## src/rtl/dlx_pkg.sv

```systemverilog
// Shared definitions for the DLX integer pipe.
//   XLEN / RW    : default datapath and register-index widths
//   alu_op_e     : 4-bit opcodes understood by the alu
//   fwd_sel_e    : operand source chosen by the bypass network
//   ex_ctl_t     : control fields held in the ID/EX register
//   fwd_hit()    : true when a later stage's result must be bypassed
package dlx_pkg;

  localparam int XLEN = 32;
  localparam int RW   = 5;

  typedef enum logic [3:0] {
    ALU_AND  = 4'b0000,
    ALU_OR   = 4'b0001,
    ALU_ADD  = 4'b0010,
    ALU_SUB  = 4'b0011,
    ALU_XOR  = 4'b0100,
    ALU_SLL  = 4'b0101,
    ALU_SRL  = 4'b0110,
    ALU_SLTU = 4'b0111,
    ALU_SLT  = 4'b1000,
    ALU_SGEQ = 4'b1001
  } alu_op_e;

  typedef enum logic [1:0] {
    FWD_REG = 2'd0,
    FWD_MEM = 2'd1,
    FWD_WB  = 2'd2
  } fwd_sel_e;

  typedef struct packed {
    logic       valid;
    logic       reg_write;
    logic       mem_read;
    logic       mem_write;
    logic       use_imm;
    logic [3:0] alu_op;
  } ex_ctl_t;

  // r0 is hard-wired zero, so a write to it never produces a bypass.
  function automatic logic fwd_hit(input logic          we,
                                   input logic [RW-1:0] rd,
                                   input logic [RW-1:0] rs);
    return we && (rd != '0) && (rd == rs);
  endfunction

endpackage

```

## src/rtl/ex_operand_stage_if.sv

```systemverilog
// Bus between decode / later pipe stages and the ID/EX operand stage.
//   id_*            : decoded instruction presented by the decode stage
//   stall_in/flush  : pipeline control from downstream / branch unit
//   mem_* / wb_*    : EX/MEM and MEM/WB results available for bypass
//   alu_* / ex_*    : EX-stage outputs towards the alu and the MEM stage
//   load_use_stall  : request to hold fetch/decode for one cycle
// Modport slave is the operand stage; master is its environment.
interface ex_operand_stage_if #(
  parameter int XLEN = dlx_pkg::XLEN,
  parameter int RW   = dlx_pkg::RW
);
  logic            id_valid;
  logic [RW-1:0]   id_rs1;
  logic [RW-1:0]   id_rs2;
  logic [RW-1:0]   id_rd;
  logic [XLEN-1:0] id_rs1_val;
  logic [XLEN-1:0] id_rs2_val;
  logic [XLEN-1:0] id_imm;
  logic            id_use_imm;
  logic            id_uses_rs2;
  logic [3:0]      id_alu_op;
  logic            id_reg_write;
  logic            id_mem_read;
  logic            id_mem_write;
  logic            stall_in;
  logic            flush_in;
  logic [RW-1:0]   mem_rd;
  logic            mem_reg_write;
  logic [XLEN-1:0] mem_result;
  logic [RW-1:0]   wb_rd;
  logic            wb_reg_write;
  logic [XLEN-1:0] wb_result;
  logic [XLEN-1:0] alu_a;
  logic [XLEN-1:0] alu_b;
  logic [3:0]      alu_op;
  logic            ex_valid;
  logic [RW-1:0]   ex_rd;
  logic            ex_reg_write;
  logic            ex_mem_read;
  logic            ex_mem_write;
  logic [XLEN-1:0] ex_store_data;
  logic            load_use_stall;

  modport slave (
    input  id_valid, id_rs1, id_rs2, id_rd, id_rs1_val, id_rs2_val, id_imm,
           id_use_imm, id_uses_rs2, id_alu_op, id_reg_write, id_mem_read,
           id_mem_write, stall_in, flush_in, mem_rd, mem_reg_write, mem_result,
           wb_rd, wb_reg_write, wb_result,
    output alu_a, alu_b, alu_op, ex_valid, ex_rd, ex_reg_write, ex_mem_read,
           ex_mem_write, ex_store_data, load_use_stall
  );

  modport master (
    output id_valid, id_rs1, id_rs2, id_rd, id_rs1_val, id_rs2_val, id_imm,
           id_use_imm, id_uses_rs2, id_alu_op, id_reg_write, id_mem_read,
           id_mem_write, stall_in, flush_in, mem_rd, mem_reg_write, mem_result,
           wb_rd, wb_reg_write, wb_result,
    input  alu_a, alu_b, alu_op, ex_valid, ex_rd, ex_reg_write, ex_mem_read,
           ex_mem_write, ex_store_data, load_use_stall
  );
endinterface

```

## src/rtl/dlx_forward_mux.sv

```systemverilog
// One operand bypass: compares the EX source index against the EX/MEM and
// MEM/WB destinations and selects the newest value.
//   rs, reg_val            : EX source index and its registered value
//   mem_rd/mem_we/mem_res  : EX/MEM destination, write enable, result
//   wb_rd/wb_we/wb_res     : MEM/WB destination, write enable, result
//   value                  : forwarded operand
module dlx_forward_mux
  import dlx_pkg::*;
#(
  parameter int XLEN = dlx_pkg::XLEN,
  parameter int RW   = dlx_pkg::RW
) (
  input  logic [RW-1:0]   rs,
  input  logic [XLEN-1:0] reg_val,
  input  logic [RW-1:0]   mem_rd,
  input  logic            mem_we,
  input  logic [XLEN-1:0] mem_res,
  input  logic [RW-1:0]   wb_rd,
  input  logic            wb_we,
  input  logic [XLEN-1:0] wb_res,
  output logic [XLEN-1:0] value
);

  fwd_sel_e sel;

  // EX/MEM is younger than MEM/WB, so it is checked first.
  always_comb begin
    sel = FWD_REG;
    if (fwd_hit(mem_we, mem_rd, rs))
      sel = FWD_MEM;
    else if (fwd_hit(wb_we, wb_rd, rs))
      sel = FWD_WB;
  end

  always_comb begin
    value = reg_val;
    case (sel)
      FWD_MEM: value = mem_res;
      FWD_WB:  value = wb_res;
      default: value = reg_val;
    endcase
  end

endmodule

```

## src/rtl/ex_operand_stage.sv

```systemverilog
// ID/EX pipeline register plus operand forwarding for the DLX integer pipe.
// Captures the decoded instruction, bypasses EX/MEM and MEM/WB results into
// both source operands, detects load-use hazards and drives the alu.
//   clk, reset : single rising-edge clock, synchronous active-high reset
//   bus        : decode inputs, bypass sources, EX outputs (slave side)
// Update priority per edge: reset, stall_in (hold), flush/load-use
// (bubble), normal capture.
module ex_operand_stage
  import dlx_pkg::*;
#(
  parameter int XLEN = dlx_pkg::XLEN,
  parameter int RW   = dlx_pkg::RW
) (
  input  logic                clk,
  input  logic                reset,
  ex_operand_stage_if.slave   bus
);

  ex_ctl_t         ctl_q;
  logic [RW-1:0]   rs1_q;
  logic [RW-1:0]   rs2_q;
  logic [RW-1:0]   rd_q;
  logic [XLEN-1:0] rs1_val_q;
  logic [XLEN-1:0] rs2_val_q;
  logic [XLEN-1:0] imm_q;

  logic [XLEN-1:0] fwd_a;
  logic [XLEN-1:0] fwd_b;
  logic            load_use;
  logic            rs1_dep;
  logic            rs2_dep;

  dlx_forward_mux #(.XLEN(XLEN), .RW(RW)) u_fwd_a (
    .rs      (rs1_q),
    .reg_val (rs1_val_q),
    .mem_rd  (bus.mem_rd),
    .mem_we  (bus.mem_reg_write),
    .mem_res (bus.mem_result),
    .wb_rd   (bus.wb_rd),
    .wb_we   (bus.wb_reg_write),
    .wb_res  (bus.wb_result),
    .value   (fwd_a)
  );

  dlx_forward_mux #(.XLEN(XLEN), .RW(RW)) u_fwd_b (
    .rs      (rs2_q),
    .reg_val (rs2_val_q),
    .mem_rd  (bus.mem_rd),
    .mem_we  (bus.mem_reg_write),
    .mem_res (bus.mem_result),
    .wb_rd   (bus.wb_rd),
    .wb_we   (bus.wb_reg_write),
    .wb_res  (bus.wb_result),
    .value   (fwd_b)
  );

  // A load in EX cannot forward its data until MEM, so a dependent
  // instruction in ID must wait one cycle.
  always_comb begin
    rs1_dep  = (bus.id_rs1 == rd_q);
    rs2_dep  = bus.id_uses_rs2 && (bus.id_rs2 == rd_q);
    load_use = ctl_q.valid && ctl_q.mem_read && (rd_q != '0) &&
               bus.id_valid && (rs1_dep || rs2_dep);
  end

  always_ff @(posedge clk) begin
    if (reset) begin
      ctl_q     <= '0;
      rs1_q     <= '0;
      rs2_q     <= '0;
      rd_q      <= '0;
      rs1_val_q <= '0;
      rs2_val_q <= '0;
      imm_q     <= '0;
    end else if (bus.stall_in) begin
      // Control holds, but operands absorb any bypass value now, since the
      // producing stage may retire before the stall releases.
      rs1_val_q <= fwd_a;
      rs2_val_q <= fwd_b;
    end else if (bus.flush_in || load_use) begin
      // Bubble clears every field so a dead slot never matches a bypass
      // or load-use compare.
      ctl_q     <= '0;
      rs1_q     <= '0;
      rs2_q     <= '0;
      rd_q      <= '0;
      rs1_val_q <= '0;
      rs2_val_q <= '0;
      imm_q     <= '0;
    end else begin
      ctl_q.valid     <= bus.id_valid;
      ctl_q.reg_write <= bus.id_reg_write;
      ctl_q.mem_read  <= bus.id_mem_read;
      ctl_q.mem_write <= bus.id_mem_write;
      ctl_q.use_imm   <= bus.id_use_imm;
      ctl_q.alu_op    <= bus.id_alu_op;
      rs1_q           <= bus.id_rs1;
      rs2_q           <= bus.id_rs2;
      rd_q            <= bus.id_rd;
      rs1_val_q       <= bus.id_rs1_val;
      rs2_val_q       <= bus.id_rs2_val;
      imm_q           <= bus.id_imm;
    end
  end

  always_comb begin
    bus.alu_a          = fwd_a;
    bus.alu_b          = ctl_q.use_imm ? imm_q : fwd_b;
    bus.alu_op         = ctl_q.alu_op;
    bus.ex_valid       = ctl_q.valid;
    bus.ex_rd          = rd_q;
    bus.ex_reg_write   = ctl_q.valid && ctl_q.reg_write;
    bus.ex_mem_read    = ctl_q.valid && ctl_q.mem_read;
    bus.ex_mem_write   = ctl_q.valid && ctl_q.mem_write;
    bus.ex_store_data  = fwd_b;
    bus.load_use_stall = load_use;
  end

endmodule

```

## src/flat_wrapper.sv

```systemverilog
// flat-port wrapper written by rule: the top's interface ports become plain ports
module ex_operand_stage_flat import dlx_pkg::*;
#(
  parameter int XLEN = dlx_pkg::XLEN,
  parameter int RW   = dlx_pkg::RW
)
  (clk, reset, bus_id_valid, bus_id_rs1, bus_id_rs2, bus_id_rd, bus_id_rs1_val, bus_id_rs2_val, bus_id_imm, bus_id_use_imm, bus_id_uses_rs2, bus_id_alu_op, bus_id_reg_write, bus_id_mem_read, bus_id_mem_write, bus_stall_in, bus_flush_in, bus_mem_rd, bus_mem_reg_write, bus_mem_result, bus_wb_rd, bus_wb_reg_write, bus_wb_result, bus_alu_a, bus_alu_b, bus_alu_op, bus_ex_valid, bus_ex_rd, bus_ex_reg_write, bus_ex_mem_read, bus_ex_mem_write, bus_ex_store_data, bus_load_use_stall);
  ex_operand_stage_if #(.XLEN(XLEN), .RW(RW)) bus_i ();
  input  logic clk;
  input  logic reset;
  input wire logic [$bits(bus_i.id_valid)-1:0] bus_id_valid;
  input wire logic [$bits(bus_i.id_rs1)-1:0] bus_id_rs1;
  input wire logic [$bits(bus_i.id_rs2)-1:0] bus_id_rs2;
  input wire logic [$bits(bus_i.id_rd)-1:0] bus_id_rd;
  input wire logic [$bits(bus_i.id_rs1_val)-1:0] bus_id_rs1_val;
  input wire logic [$bits(bus_i.id_rs2_val)-1:0] bus_id_rs2_val;
  input wire logic [$bits(bus_i.id_imm)-1:0] bus_id_imm;
  input wire logic [$bits(bus_i.id_use_imm)-1:0] bus_id_use_imm;
  input wire logic [$bits(bus_i.id_uses_rs2)-1:0] bus_id_uses_rs2;
  input wire logic [$bits(bus_i.id_alu_op)-1:0] bus_id_alu_op;
  input wire logic [$bits(bus_i.id_reg_write)-1:0] bus_id_reg_write;
  input wire logic [$bits(bus_i.id_mem_read)-1:0] bus_id_mem_read;
  input wire logic [$bits(bus_i.id_mem_write)-1:0] bus_id_mem_write;
  input wire logic [$bits(bus_i.stall_in)-1:0] bus_stall_in;
  input wire logic [$bits(bus_i.flush_in)-1:0] bus_flush_in;
  input wire logic [$bits(bus_i.mem_rd)-1:0] bus_mem_rd;
  input wire logic [$bits(bus_i.mem_reg_write)-1:0] bus_mem_reg_write;
  input wire logic [$bits(bus_i.mem_result)-1:0] bus_mem_result;
  input wire logic [$bits(bus_i.wb_rd)-1:0] bus_wb_rd;
  input wire logic [$bits(bus_i.wb_reg_write)-1:0] bus_wb_reg_write;
  input wire logic [$bits(bus_i.wb_result)-1:0] bus_wb_result;
  output wire logic [$bits(bus_i.alu_a)-1:0] bus_alu_a;
  output wire logic [$bits(bus_i.alu_b)-1:0] bus_alu_b;
  output wire logic [$bits(bus_i.alu_op)-1:0] bus_alu_op;
  output wire logic [$bits(bus_i.ex_valid)-1:0] bus_ex_valid;
  output wire logic [$bits(bus_i.ex_rd)-1:0] bus_ex_rd;
  output wire logic [$bits(bus_i.ex_reg_write)-1:0] bus_ex_reg_write;
  output wire logic [$bits(bus_i.ex_mem_read)-1:0] bus_ex_mem_read;
  output wire logic [$bits(bus_i.ex_mem_write)-1:0] bus_ex_mem_write;
  output wire logic [$bits(bus_i.ex_store_data)-1:0] bus_ex_store_data;
  output wire logic [$bits(bus_i.load_use_stall)-1:0] bus_load_use_stall;
  assign bus_i.id_valid = bus_id_valid;
  assign bus_i.id_rs1 = bus_id_rs1;
  assign bus_i.id_rs2 = bus_id_rs2;
  assign bus_i.id_rd = bus_id_rd;
  assign bus_i.id_rs1_val = bus_id_rs1_val;
  assign bus_i.id_rs2_val = bus_id_rs2_val;
  assign bus_i.id_imm = bus_id_imm;
  assign bus_i.id_use_imm = bus_id_use_imm;
  assign bus_i.id_uses_rs2 = bus_id_uses_rs2;
  assign bus_i.id_alu_op = bus_id_alu_op;
  assign bus_i.id_reg_write = bus_id_reg_write;
  assign bus_i.id_mem_read = bus_id_mem_read;
  assign bus_i.id_mem_write = bus_id_mem_write;
  assign bus_i.stall_in = bus_stall_in;
  assign bus_i.flush_in = bus_flush_in;
  assign bus_i.mem_rd = bus_mem_rd;
  assign bus_i.mem_reg_write = bus_mem_reg_write;
  assign bus_i.mem_result = bus_mem_result;
  assign bus_i.wb_rd = bus_wb_rd;
  assign bus_i.wb_reg_write = bus_wb_reg_write;
  assign bus_i.wb_result = bus_wb_result;
  assign bus_alu_a = bus_i.alu_a;
  assign bus_alu_b = bus_i.alu_b;
  assign bus_alu_op = bus_i.alu_op;
  assign bus_ex_valid = bus_i.ex_valid;
  assign bus_ex_rd = bus_i.ex_rd;
  assign bus_ex_reg_write = bus_i.ex_reg_write;
  assign bus_ex_mem_read = bus_i.ex_mem_read;
  assign bus_ex_mem_write = bus_i.ex_mem_write;
  assign bus_ex_store_data = bus_i.ex_store_data;
  assign bus_load_use_stall = bus_i.load_use_stall;
  ex_operand_stage #(.XLEN(XLEN), .RW(RW)) u_core (.clk(clk), .reset(reset), .bus(bus_i));
endmodule
```

## config.mk

```make
export PLATFORM = sky130hd
export DESIGN_NAME = ex_operand_stage_flat
export DESIGN_NICKNAME = d
export VERILOG_FILES = /design/src/rtl/dlx_pkg.sv /design/src/rtl/ex_operand_stage_if.sv /design/src/rtl/dlx_forward_mux.sv /design/src/rtl/ex_operand_stage.sv /design/src/flat_wrapper.sv
export SDC_FILE = /design/constraint.sdc
export NUM_CORES = 1
export LEC_CHECK = 0
export ABC_AREA = 0
export BUFFER_PORTS_ARGS = -buffer_cell sky130_fd_sc_hd__buf_2
export CAP_MARGIN = 20
export CORE_MARGIN = 2
export CORE_UTILIZATION = 42
export CTS_CLUSTER_DIAMETER = 50
export CTS_CLUSTER_SIZE = 30
export DETAILED_ROUTE_END_ITERATION = 6
export PLACE_DENSITY_LB_ADDON = 0.08
export SETUP_SLACK_MARGIN = 0.5
export SYNTH_ARGS = -nofsm -noshare
export SYNTH_HDL_FRONTEND = slang
export SYNTH_SLANG_ARGS = --single-unit
```

## constraint.sdc

```tcl
create_clock -name clk -period 2.2 [get_ports clk]
set_clock_uncertainty 0.2 [all_clocks]
set_input_delay 0 -clock clk [delete_from_list [all_inputs] [get_ports clk]]
set_output_delay 0 -clock clk [all_outputs]
set_load 0.01 [all_outputs]
```

==> results of run 1 <==
stage by stage:
step | instance area, um^2 | cells | TNS [ns] | setup WS, ns | utilization (%)
4_1_cts | 14700 | 1545 | -41.26 | -0.334 | 97.1
3_3_place_gp | 10600 | 1265 | -13.47 | -0.172 | 70.1
3_5_place_dp | 10600 | 1265 | -17.08 | -0.162 | 70.1
2_1_floorplan | 8360 | 743 | 0 | 0.0506 | -
logic make-up after synthesis:
logic type / share of synthesized area (%)
buffers and inverters: 6.50
XOR/XNOR: 3.65
multiplexers: 2.60
AND/OR/NAND/NOR: 16.5
flip-flops: 37.0
AO/OA/AOI/OAI: 33.7
timing repair:
item / in CTS
gates resized for setup: 132
hold buffers: 180
endpoints found under the setup margin: 217
buffers inserted: 50
gates cloned: 18
hold endpoints to repair: 120
pin swaps: 109
cells in the mapped netlist:
cell and instances:
sky130_fd_sc_hd__or3_1 1, sky130_fd_sc_hd__o2111a_1 1, sky130_fd_sc_hd__o21ai_1 1, sky130_fd_sc_hd__mux2_2 15, sky130_fd_sc_hd__a22o_1 103, sky130_fd_sc_hd__nand3_1 19
sky130_fd_sc_hd__buf_2 13, sky130_fd_sc_hd__o31ai_1 49, sky130_fd_sc_hd__dfxtp_1 120, sky130_fd_sc_hd__xor2_1 6, sky130_fd_sc_hd__o211ai_1 1, sky130_fd_sc_hd__nor3_1 48
sky130_fd_sc_hd__nand2b_1 7, sky130_fd_sc_hd__nand2_1 19, sky130_fd_sc_hd__o41ai_1 15, sky130_fd_sc_hd__nor2b_1 1, sky130_fd_sc_hd__a211oi_2 1, sky130_fd_sc_hd__and2_1 4
sky130_fd_sc_hd__nand4_1 51, sky130_fd_sc_hd__a221oi_1 17, sky130_fd_sc_hd__buf_4 15, sky130_fd_sc_hd__o211ai_2 2, sky130_fd_sc_hd__a31oi_1 47, sky130_fd_sc_hd__inv_1 4
sky130_fd_sc_hd__o21ai_0 17, sky130_fd_sc_hd__or2_2 2, sky130_fd_sc_hd__a2111oi_4 1, sky130_fd_sc_hd__and4_1 1, sky130_fd_sc_hd__buf_1 2, sky130_fd_sc_hd__a21oi_1 1
sky130_fd_sc_hd__o2bb2ai_1 17, sky130_fd_sc_hd__nor4_1 1, sky130_fd_sc_hd__or2_1 1, sky130_fd_sc_hd__or4_1 3, sky130_fd_sc_hd__o2111ai_1 1, sky130_fd_sc_hd__clkbuf_1 59
sky130_fd_sc_hd__xnor2_1 21, sky130_fd_sc_hd__o22ai_1 1, sky130_fd_sc_hd__nor2_1 55
==> results.json, run 1 <==
{
  "netlist.area_leader.share_pct": 37.0,
  "port-buffer-count": 310,
  "cts_max_path_buffers": 2,
  "synth-warning-count": 0,
  "clock-root-buffer": "sky130_fd_sc_hd__clkbuf_16",
  "mappedNetlistNets": 944,
  "run.stop_error": "[ERROR DPL-0038] Utilization greater than 100%, impossible to legalize",
  "failing_step": "global routing",
  "die_w_um": 128,
  "floorplan.io_pins": 311,
  "globalplace.congestion": 0.959,
  "post_synth_num_cell_types": 39,
  "netlist_instances": 743,
  "globalroute.repair_timing.worst_endpoint": "bus_ex_store_data[6]",
  "std_cell_rows": 45,
  "hpwl_um": 21000,
  "largest_net_degree_at_the_start_of_global_routing": 64,
  "clkSinkCount": 120,
  "synth_top_cells_by_area": "sky130_fd_sc_hd__dfxtp_1 37%, sky130_fd_sc_hd__a22o_1 14%, sky130_fd_sc_hd__o31ai_1 5.7%",
  "synth.avg_cell_area_um2": 8.73,
  "netlist.top_cell.by_area": "sky130_fd_sc_hd__dfxtp_1",
  "status": "stopped before the end",
  "htree_num_levels": 4,
  "cts-buffers-inserted": 17,
  "chipHeight_um": 128,
  "endpoint_type": "top-level output",
  "synth.yosys.seq_area_share_pct": 37.0,
  "syn-cell-area_mm2": 0.00649,
  "initial_standard_cell_utilization_of_the_core_pct": 42.8,
  "yosys_register_bits": 120
}
==> inputs of run 2 (changes only) <==
--- a/config.mk
+++ b/config.mk
@@ -9,12 +9,9 @@
 export BUFFER_PORTS_ARGS = -buffer_cell sky130_fd_sc_hd__buf_2
 export CAP_MARGIN = 20
 export CORE_MARGIN = 2
-export CORE_UTILIZATION = 42
-export CTS_CLUSTER_DIAMETER = 50
-export CTS_CLUSTER_SIZE = 30
+export CORE_UTILIZATION = 40
 export DETAILED_ROUTE_END_ITERATION = 6
-export PLACE_DENSITY_LB_ADDON = 0.08
-export SETUP_SLACK_MARGIN = 0.5
+export PLACE_DENSITY_LB_ADDON = 0.15
 export SYNTH_ARGS = -nofsm -noshare
 export SYNTH_HDL_FRONTEND = slang
 export SYNTH_SLANG_ARGS = --single-unit
==> constraint.sdc (replaced) <==
create_clock -name clk -period 2.85 [get_ports clk]
set_clock_uncertainty 0.2 [all_clocks]
set_input_delay 0 -clock clk [delete_from_list [all_inputs] [get_ports clk]]
set_output_delay 0 -clock clk [all_outputs]
set_load 0.01 [all_outputs]
==> results.json, run 2 <==
{
  "synthMostInstantiatedCell": "sky130_fd_sc_hd__dfxtp_1",
  "timing.fmax_mhz": 356,
  "worstPathMaxFanout": 32,
  "fraction_of_layout_cells_with_a_size_suffix_above_1_pct": 34.5,
  "port-buffer-count": 310,
  "placeableCoreArea_mm2": 0.0159,
  "dpl-instance-area_mm2": 0.00827,
  "final_cell_mix": "310 x sky130_fd_sc_hd__buf_2, 202 x sky130_fd_sc_hd__dlygate4sd3_1, 118 x sky130_fd_sc_hd__dfxtp_1",
  "worst_voltage_drop_across_the_vdd_grid_v": 0.000410,
  "synth-warning-count": 0,
  "critical_path_depth": 6,
  "worst_skew_pair_latency_ns": 0.43,
  "synth.yosys.seq_area_share_pct": 37.0,
  "globalplace.congestion": 0.925,
  "die_area_mm2": 0.0173,
  "power_leakage_nw": 4.74,
  "utilization_pct": 69.5,
  "r2r_cells": 6,
  "vias_in_the_first_global_route": 8396,
  "power_per_cell_area_mw_per_mm2": 463,
  "cp_top_family": "compound AO/OA/AOI/OAI gates",
  "floorplan.io_pins": 311,
  "end_kind": "flip-flop",
  "post_synth_num_cell_types": 39,
  "critical_path_buf_inv_count": 1,
  "cts-buffers-inserted": 17,
  "hpwl_um": 19900,
  "grt_pass1_wl_um": 46400,
  "grt_antenna_before_repair": 0,
  "drc": 0,
  "netlist.area_leader.share_pct": 37.0,
  "syn-cell-area_mm2": 0.00649,
  "total_routing_usage_reported_by_global_routing_pct": 33.8,
  "mappedNetlistNets": 944,
  "htree_num_levels": 4,
  "netlist.top_cell.by_area": "sky130_fd_sc_hd__dfxtp_1",
  "critPathLaunchType": "flip-flop",
  "netlist_instances": 743,
  "cp_slowest_cell": "sky130_fd_sc_hd__dlygate4sd3_1",
  "viasPerCell": 5.89,
  "worst_hold_path.num_cells": 4,
  "clkSinkCount": 120,
  "biggestRegsByFlops": "u_core.imm_q: 32 flops, u_core.rs1_val_q: 32 flops, u_core.rs2_val_q: 32 flops",
  "synthTopCellsByCount": "120 x sky130_fd_sc_hd__dfxtp_1, 103 x sky130_fd_sc_hd__a22o_1, 59 x sky130_fd_sc_hd__clkbuf_1",
  "slowest_delay_ns": 0.63,
  "initial_standard_cell_utilization_of_the_core_pct": 40.8,
  "fin_nets": 1421,
  "synth_top_cells_by_area": "sky130_fd_sc_hd__dfxtp_1 37%, sky130_fd_sc_hd__a22o_1 14%, sky130_fd_sc_hd__o31ai_1 5.7%",
  "synth.avg_cell_area_um2": 8.73,
  "final_std_cell_area_no_fill_mm2": 0.0110,
  "die_w_um": 131,
  "cp.arrival_ns": 2.93,
  "chipHeight_um": 131,
  "dr.pass1.iters": 6,
  "tritoncts_clock_tree": "yes",
  "hold_path_class": "in -> reg",
  "layout_commonest_cell": "sky130_fd_sc_hd__buf_2",
  "status": "complete, no violations",
  "total_instance_count_after_detailed_placement": 1215,
  "cts_max_path_buffers": 2,
  "largest_net_degree_at_the_start_of_global_routing": 48,
  "clock-root-buffer": "sky130_fd_sc_hd__clkbuf_16",
  "slew_violations": 0,
  "postSynth.asyncResetShare_pct": 0,
  "antenna_violating_nets_post_route": 0,
  "via_count": 8546,
  "instances_no_fill": 1450,
  "gr-total-overflow": 0,
  "min_period_ns": 2.81,
  "number_of_enable_type_register_cells_in_the_synthesized_netlist": 0,
  "postRouteWirelength_um": 30400,
  "post_cts_buffers": 0,
  "layout_worst_path_cycle_share_pct": 98.7,
  "wl_per_cell_um": 21.0,
  "finalHoldViolations": 0,
  "maxCapViolations": 0,
  "synthFlopType": "sky130_fd_sc_hd__dfxtp_1",
  "report.final.setup_viol": 0,
  "std_cell_rows": 46,
  "timing.setup.critical_path_class": "reg -> reg",
  "layout_stage_area_growth_over_the_synthesis_result_pct": 70.2,
  "clk_transition_reported_paths_ns": 0.06,
  "timing_worst_slew_pin_value_ns": 0.767,
  "yosys_register_bits": 120,
  "timing.slew.headroom_pct": 48.9,
  "dr.first_iter.drc_count": 1002,
  "worstPathCellList": "xor2_1, or2_2, o31ai_1, a31oi_1, dlygate4sd3_1, a22o_1",
  "critPathRequiredTime_ns": 2.97
}
==> run 2: cell counts after synthesis <==
No cell type changed its count.
==> run 2: per-stage QoR <==
step / worst slack [ns] / power, mW / TNS (ns) / hold WS (ns)
after floorplan: 0.580 / 2.28 / 0 / -0.0831
after global placement: 0.331 / 2.72 / 0 / 0.00302
after detailed placement: 0.309 / 2.73 / 0 / 0.00772
after CTS: -0.0298 / 5.06 / -0.109 / 0.00362
after global routing: -0.0267 / 5.27 / -0.0301 / 0.0232
final: 0.0378 / 5.11 / 0 / 0.0160
==> run 2: worst paths after layout <==
| kind | startpoint | endpoint | slack, ns |
|---|---|---|---|
| worst max-delay path | u_core.rs1_q[1] | u_core.rs1_val_q[20] | 0.04 |
| worst min-delay path | bus_wb_result[0] | u_core.rs2_val_q[0] | 0.02 |
| worst min register to register | u_core.ctl_q[6] | u_core.ctl_q[6] | 0.27 |
| worst max register to register | u_core.rs1_q[1] | u_core.rs1_val_q[20] | 0.04 |
==> run 2: repair_timing <==
| item | in CTS | in global routing |
|---|---|---|
| resized for setup | 0 | 27 |
| endpoints found under the setup margin | 5 | 42 |
| hold endpoints to repair | 120 | 0 |
| gates cloned | 0 | 0 |
| hold buffers | 202 | 0 |
==> run 2: logic make-up (layout without fill, tap and decap cells) <==
| family | after synthesis | count (layout) | synth area share [%] |
|---|---|---|---|
| simple gates | 213 | 213 | 16.5 |
| compound gates | 275 | 275 | 33.7 |
| flops | 120 | 120 | 37.0 |
| other cells | 0 | 1 | 0 |
| xor+xnor | 27 | 27 | 3.65 |
| mux | 15 | 15 | 2.60 |
| buf+inv | 93 | 583 | 6.50 |
==> run 2: final cells by class <==
class                           instances  area (um^2)
Multi-Input combinational cell        530         3860
Clock buffer                           18          429
Antenna cell                            1         2.50
Clock inverter                         14          139
Timing Repair Buffer                  547         3920
Fill cell                            1255         4850
Inverter                                4         15.0
Sequential cell                       120         2400
Tap cell                              216          270
==> run 2: report_power, final <==
group / internal (mW) / switching, mW
logic: 0.567 / 0.609
clock network: 1.22 / 0.910
registers: 1.75 / 0.0494
total: 3.54 / 1.57
==> run 2: worst reg2reg max path, stage by stage, from the launching register on <==
cell,delay [ns]
sky130_fd_sc_hd__dfxtp_1,0.35
sky130_fd_sc_hd__xor2_1,0.19
sky130_fd_sc_hd__or2_2,0.59
sky130_fd_sc_hd__o31ai_1,0.36
sky130_fd_sc_hd__a31oi_1,0.19
sky130_fd_sc_hd__dlygate4sd3_1,0.63
sky130_fd_sc_hd__a22o_1,0.20
==> run 2: metal layers <==
layer  part of all wire (%)  global-route usage (%)  wire length, um  vias to the layer above
met5                      0                       0                0                        -
met2                     45                    52.0            13700                      546
li1                       -                       -                -                     3899
met3                    9.1                    8.29             2760                      102
met1                     43                    45.7            13000                     3999
met4                    3.2                    13.3              969                        0
Note: power is estimated with default switching activity, not from simulation.
